## src/rtl/mem_map_bridge.sv

```systemverilog
// Address-decode bridge between the CPU core and up to three on-chip memory regions
// with per-region wait states. Optional sticky fault capture via MEM_MAP_BRIDGE_FAULT_EN.
module mem_map_bridge #(
  parameter int                 ADDR_W  = 20,
  parameter int                 DATA_W  = 8,
  parameter logic [ADDR_W-1:0]  R0_BASE = 20'h00000,
  parameter int                 R0_LOG2 = 15,
  parameter int                 R0_WAIT = 0,
  parameter logic [ADDR_W-1:0]  R1_BASE = 20'hB8000,
  parameter int                 R1_LOG2 = 12,
  parameter int                 R1_WAIT = 1,
  parameter logic [ADDR_W-1:0]  R2_BASE = 20'hFF000,
  parameter int                 R2_LOG2 = 12,
  parameter int                 R2_WAIT = 0,
  parameter logic [DATA_W-1:0]  FILL    = 8'hFF
) (
  input  logic              clock,
  input  logic              reset,
  input  logic              req,
  input  logic              we,
  input  logic [ADDR_W-1:0] address,
  input  logic [DATA_W-1:0] out,
  output logic [DATA_W-1:0] in,
  output logic              ready,
  output logic              ce,
  output logic [ADDR_W-1:0] m_a,
  output logic [DATA_W-1:0] m_d,
  output logic [2:0]        m_sel,
  output logic [2:0]        m_w,
  input  logic [DATA_W-1:0] m_q0,
  input  logic [DATA_W-1:0] m_q1,
  input  logic [DATA_W-1:0] m_q2,
  output logic [1:0]        o_state
`ifdef MEM_MAP_BRIDGE_FAULT_EN
  ,
  output logic              fault,
  output logic [ADDR_W-1:0] fault_addr,
  input  logic              fault_clr
`endif
);

  // Handshake: the core holds req/we/address/out stable from request until ready;
  // ready is a one-cycle strobe in DONE, where req=1 starts the next access at once.

  typedef enum logic [1:0] {
    S_IDLE   = 2'd0,
    S_ACCESS = 2'd1,
    S_DONE   = 2'd2
  } state_t;

  localparam logic [ADDR_W-1:0] MASK0 = ADDR_W'((64'd1 << R0_LOG2) - 64'd1);
  localparam logic [ADDR_W-1:0] MASK1 = ADDR_W'((64'd1 << R1_LOG2) - 64'd1);
  localparam logic [ADDR_W-1:0] MASK2 = ADDR_W'((64'd1 << R2_LOG2) - 64'd1);

  state_t            r_state;
  state_t            w_state_next;
  logic              w_accept;
  logic [2:0]        w_hit_raw;
  logic [2:0]        w_hit;
  logic [3:0]        w_wait;
  logic [ADDR_W-1:0] w_off;

  logic [3:0]        r_cnt;
  logic              r_we;
  logic [2:0]        r_sel;
  logic [2:0]        r_w;
  logic [ADDR_W-1:0] r_a;
  logic [DATA_W-1:0] r_d;
  logic [DATA_W-1:0] r_in;

  // Region decode: compare the bits above each region's size against its base.
  always_comb begin
    w_hit_raw[0] = (address >> R0_LOG2) == (R0_BASE >> R0_LOG2);
    w_hit_raw[1] = (address >> R1_LOG2) == (R1_BASE >> R1_LOG2);
    w_hit_raw[2] = (address >> R2_LOG2) == (R2_BASE >> R2_LOG2);
    w_hit[0]     = w_hit_raw[0];
    w_hit[1]     = w_hit_raw[1] & ~w_hit_raw[0];
    w_hit[2]     = w_hit_raw[2] & ~w_hit_raw[1] & ~w_hit_raw[0];
  end

  always_comb begin
    w_wait = 4'd0;
    w_off  = address;
    if (w_hit[0]) begin
      w_wait = 4'(R0_WAIT);
      w_off  = address & MASK0;
    end else if (w_hit[1]) begin
      w_wait = 4'(R1_WAIT);
      w_off  = address & MASK1;
    end else if (w_hit[2]) begin
      w_wait = 4'(R2_WAIT);
      w_off  = address & MASK2;
    end
  end

  assign w_accept = req && ((r_state == S_IDLE) || (r_state == S_DONE));

  always_ff @(posedge clock) begin
    if (reset) begin
      r_state <= S_IDLE;
    end else begin
      r_state <= w_state_next;
    end
  end

  always_comb begin
    w_state_next = r_state;
    case (r_state)
      S_IDLE:   if (w_accept) w_state_next = S_ACCESS;
      S_ACCESS: if (r_cnt == 4'd0) w_state_next = S_DONE;
      S_DONE:   w_state_next = w_accept ? S_ACCESS : S_IDLE;
      default:  w_state_next = S_IDLE;
    endcase
  end

  // Write strobe lives for the first ACCESS cycle only; R2 never gets one.
  always_ff @(posedge clock) begin
    if (reset) begin
      r_cnt <= 4'd0;
      r_we  <= 1'b0;
      r_sel <= 3'b000;
      r_w   <= 3'b000;
      r_a   <= '0;
      r_d   <= '0;
      r_in  <= FILL;
    end else begin
      r_w <= 3'b000;
      if (w_accept) begin
        r_cnt <= w_wait;
        r_we  <= we;
        r_sel <= w_hit;
        r_w   <= we ? (w_hit & 3'b011) : 3'b000;
        r_a   <= w_off;
        r_d   <= out;
      end else if (r_state == S_ACCESS) begin
        if (r_cnt == 4'd0) begin
          r_sel <= 3'b000;
          if (!r_we) begin
            if (r_sel[0])      r_in <= m_q0;
            else if (r_sel[1]) r_in <= m_q1;
            else if (r_sel[2]) r_in <= m_q2;
            else               r_in <= FILL;
          end
        end else begin
          r_cnt <= r_cnt - 4'd1;
        end
      end
    end
  end

`ifdef MEM_MAP_BRIDGE_FAULT_EN
  logic              r_fault;
  logic [ADDR_W-1:0] r_fault_addr;
  logic              w_new_fault;

  assign w_new_fault = w_accept && ((w_hit == 3'b000) || (we && w_hit[2]));

  // A clear on the same edge as a new fault re-arms capture, so the new fault is kept.
  always_ff @(posedge clock) begin
    if (reset) begin
      r_fault      <= 1'b0;
      r_fault_addr <= '0;
    end else if (w_new_fault && (!r_fault || fault_clr)) begin
      r_fault      <= 1'b1;
      r_fault_addr <= address;
    end else if (fault_clr) begin
      r_fault      <= 1'b0;
    end
  end

  assign fault      = r_fault;
  assign fault_addr = r_fault_addr;
`endif

  assign ready   = (r_state == S_DONE);
  assign ce      = (r_state == S_IDLE) || ready;
  assign in      = r_in;
  assign m_a     = r_a;
  assign m_d     = r_d;
  assign m_sel   = r_sel;
  assign m_w     = r_w;
  assign o_state = r_state;

endmodule

```

## config.mk

```make
export PLATFORM = sky130hd
export DESIGN_NAME = mem_map_bridge
export DESIGN_NICKNAME = d
export VERILOG_FILES = /design/src/rtl/mem_map_bridge.sv
export SDC_FILE = /design/constraint.sdc
export NUM_CORES = 1
export LEC_CHECK = 0
export CORE_ASPECT_RATIO = 2
export CORE_MARGIN = 2
export CORE_UTILIZATION = 40
export DETAILED_ROUTE_END_ITERATION = 12
export GPL_ROUTABILITY_DRIVEN = 0
export PLACE_DENSITY_LB_ADDON = 0.1
export REMOVE_ABC_BUFFERS = 1
export SLEW_MARGIN = 20
export SYNTH_ARGS = -nofsm -noshare
export SYNTH_HDL_FRONTEND = slang
export SYNTH_SLANG_ARGS = --single-unit
```

## constraint.sdc

```tcl
create_clock -name clock -period 2.47 [get_ports clock]
set_clock_uncertainty 0.1 [all_clocks]
set_input_delay 0.247 -clock clock [delete_from_list [all_inputs] [get_ports clock]]
set_output_delay 0.247 -clock clock [all_outputs]
set_load 0.01 [all_outputs]
```

==> results_dict.tcl <==
set metrics [dict create \
    outcome "completed" \
    ctsHtreeMaxLevel 2 \
    finish.utilization 0.639 \
    filler_cell_count 458 \
    path_clk_slew_ns 0.08 \
    placement_rows 37 \
    timing.critical_path.required_ns 2.53 \
    yosysTopAreaCellShare 0.461 \
    report.final.hold_viol_count 0 \
    critical_path.reg2reg.startpoint "r_cnt[0]" \
    floorplan.die.height_um 106 \
    drc 0 \
    post_synth_fa_ha_maj_area_fraction 0.0120 \
    clock_path_buffers 2 \
    pin_count 102 \
    cts_resized 0 \
    cts_setup_buffers 0 \
    mean_cell_area_of_the_mapped_netlist_um2 8.14 \
    clock_sinks 48 \
    ys_warn_count 0 \
    postSynthCellCount 256 \
    grt_pass1_vias 1999 \
    power_density_mw_per_mm2 539 \
    synth_compound_area_frac 0.186 \
    yosys.cell_count.top_type "sky130_fd_sc_hd__nand2_1" \
    post-synth-top-area-cell "sky130_fd_sc_hd__dfxtp_1" \
    grtUsageTotal 0.213 \
    drt_first_iter_violations 30 \
    critPathCaptureType "register" \
    antenna_cells 0 \
    clock_latency_ns 0.31 \
    drt-pass1-iter-count 4 \
    area_delta_synth_final_pct 56.3 \
    drv.max_cap_violation_count 0 \
    globalRoute.totalOverflow 0 \
    finalCriticalPeriod_ns 1.98 \
    finish.net_count 409 \
    antenna_violations_before_repair 0 \
    p_leak_nw 1.25 \
    final_max_slew_viol_count 0 \
    power.share.sequential 0.471 \
    synth_edf_count 0 \
    postSynthRegisterBits 48 \
    core_region_area_mm2 0.00509 \
    grt_pass1_wl_um 9140 \
    post_synth_xor_area_fraction 0 \
    post_synth_and_or_nand_nor_area_fraction 0.265 \
    grt_max_degree 22 \
    worstSetupEndpoint "in[3]" \
    ranking_of_synthesized_cells_by_instance_count "sky130_fd_sc_hd__nand2_1 (51), sky130_fd_sc_hd__dfxtp_1 (48), sky130_fd_sc_hd__a21oi_1 (28), sky130_fd_sc_hd__nand3_1 (19), sky130_fd_sc_hd__clkbuf_1 (14)" \
    share_of_final_layout_standard_cells_stronger_than_drive_strength_1 0.0625 \
    post-place-ws_ns 0.375 \
    detailedPlacementHpwl_um 4540 \
    timing.hold.worst.class "reg2reg" \
    worst_ep_arrival_time_ns 2.05 \
    reg2reg_slack_ns 0.49 \
    p_sw_w 0.000417 \
    type_of_the_setup_path_with_the_least_slack "reg2reg" \
    place.port_buffers 100 \
    worstReg2RegEnd "in[3]" \
    reg2regPathDepth 5 \
    viasPerCell 5.28 \
    floorplan.die_area_mm2 0.00584 \
    final-setup-viol-count 0 \
    timing.final.ws_setup_ns 0.488 \
    synthTopCellsByArea "sky130_fd_sc_hd__dfxtp_1 (46%), sky130_fd_sc_hd__nand2_1 (9.2%), sky130_fd_sc_hd__a21oi_1 (6.7%), sky130_fd_sc_hd__nand3_1 (4.6%), sky130_fd_sc_hd__a211o_1 (3.4%)" \
    portion_of_total_power_attributed_to_combinational_logic 0.177 \
    synthesis.area_mm2 0.00208 \
    crit_path_max_fanout 9 \
    pwr-share-clk 0.352 \
    clock.fmax_ghz 0.505 \
    critical_path.startpoint "r_cnt[0]" \
    netlist-cell-type-count 35 \
    clock_tree.root_cell "sky130_fd_sc_hd__clkbuf_8" \
    final-instance-count-excl-fill 410 \
    detailroute.via_count 2164 \
    part_of_the_cycle_the_worst_path_needs 0.802 \
    ant_nets 0 \
    route.final.wire_length_um 5800 \
    worstSetupStartpointType "register" \
    setup_repair_after_global_routing_missed_its_margin "false" \
    synth_top_family_by_area "simple AND/OR/NAND/NOR gates" \
    chipWidth_um 55.0 \
    effective_utilization_at_floorplan 0.409 \
    power_w 0.00176 \
    avgRoutedWirePerCell_um 14.1 \
    postSynth.asyncResetShare 0 \
    tritoncts "done" \
    synth_seq_area_share 0.461 \
    postCtsHoldBufs 0 \
    placed_cells_incl_taps 402 \
    tritoncts.num_buffers 5 \
    synth_flop_type "sky130_fd_sc_hd__dfxtp_1" \
    muxShareOfSynthArea 0.00480 \
    internal-power_w 0.00134 \
    setup-tns-final_ns 0 \
    share_of_total_power_consumed_by_net_switching 0.237 \
    ir_worst_vdd_mv 0.719 \
]
==> layer usage <==
layer	up-vias	routed length [um]	track usage
li1	1079	-	-
met1	1001	2010	0.216
met2	78	3210	0.380
met3	6	477	0.0618
met4	0	106	0.0836
met5	-	0	0
==> per-stage QoR <==
step,area [um2],hold slack [ns]
after floorplan,1990,0.216
after global placement,3130,0.342
after detailed placement,3130,0.349
after CTS,3260,0.362
after global routing,3260,0.379
final,3260,0.358
==> flip-flops by register name, indices dropped and copies added, names as in the netlist <==
signal / count
m_w: 2
r_cnt: 4
m_d: 8
o_state: 2
m_a: 20
m_sel: 3
in: 8
r_we: 1
==> how the worst min path moves through the flow <==
| stage | from | end | depth (start not counted) |
|---|---|---|---|
| 2_1_floorplan | reset | m_a[0] | 1 |
| 3_3_place_gp | m_a[8] | m_a[8] | 2 |
| 3_5_place_dp | m_d[0] | m_d[0] | 2 |
| 4_1_cts | m_a[11] | m_a[11] | 2 |
| 5_1_grt | m_d[0] | m_d[0] | 2 |
| 6_report | m_d[0] | m_d[0] | 2 |
==> layout make-up <==
cell class	instances	area, um2	share of cell area
repair buffers	109	1070	0.328
multi-input cells	175	982	0.302
flip-flops and latches	48	961	0.295
clock buffers	7	96.3	0.0296
well taps	58	72.6	0.0223
inverters	12	45.0	0.0138
clock inverters	1	30.0	0.00922
==> critical path, cell delays in order (launching register included) <==
cell and delay [ns]:
sky130_fd_sc_hd__dfxtp_1 0.33, sky130_fd_sc_hd__inv_1 0.10, sky130_fd_sc_hd__ha_1 0.16, sky130_fd_sc_hd__or3b_1 0.51, sky130_fd_sc_hd__nor4_4 0.47, sky130_fd_sc_hd__a32oi_1 0.18
==> power groups by stage <==
| stage | Combinational, W | Sequential (W) | Clock [W] |
|---|---|---|---|
| finish | 0.000311 | 0.000828 | 0.000617 |
| global route | 0.000341 | 0.000833 | 0.000661 |
| CTS | 0.000315 | 0.000828 | 0.000629 |
| detailed placement | 0.000314 | 0.000846 | 0 |
| global placement | 0.000310 | 0.000845 | 0 |
| floorplan | 0.0000915 | 0.000859 | 0 |
==> placed cells by master (no fill, tap or decap), types with 2 or more instances in the layout <==
| master | instances |
|---|---|
| sky130_fd_sc_hd__a211o_1 | 8 |
| sky130_fd_sc_hd__a21oi_1 | 28 |
| sky130_fd_sc_hd__a32oi_1 | 8 |
| sky130_fd_sc_hd__buf_4 | 9 |
| sky130_fd_sc_hd__clkbuf_8 | 7 |
| sky130_fd_sc_hd__clkdlybuf4s50_1 | 100 |
| sky130_fd_sc_hd__dfxtp_1 | 48 |
| sky130_fd_sc_hd__ha_1 | 2 |
| sky130_fd_sc_hd__inv_1 | 11 |
| sky130_fd_sc_hd__nand2_1 | 51 |
| sky130_fd_sc_hd__nand2b_1 | 2 |
| sky130_fd_sc_hd__nand3_1 | 19 |
| sky130_fd_sc_hd__nand4_1 | 2 |
| sky130_fd_sc_hd__nor2_1 | 9 |
| sky130_fd_sc_hd__nor2b_1 | 2 |
| sky130_fd_sc_hd__nor3_1 | 3 |
| sky130_fd_sc_hd__nor3b_1 | 9 |
| sky130_fd_sc_hd__o211ai_1 | 4 |
| sky130_fd_sc_hd__o21ai_0 | 9 |
| sky130_fd_sc_hd__or3_1 | 2 |
| sky130_fd_sc_hd__or3_2 | 2 |
| sky130_fd_sc_hd__or4_1 | 3 |
==> cells by family (layout without fill, tap and decap cells) <==
| kind of cell | after synthesis | in the layout |
|---|---|---|
| AND/OR/NAND/NOR | 110 | 110 |
| other | 1 | 1 |
| flip-flops | 48 | 48 |
| buffers and inverters | 33 | 129 |
| adder cells (fa/ha/maj) | 2 | 2 |
| multiplexers | 1 | 1 |
| AO/OA/AOI/OAI | 61 | 61 |
No activity file was read; power rests on OpenSTA's default activity.
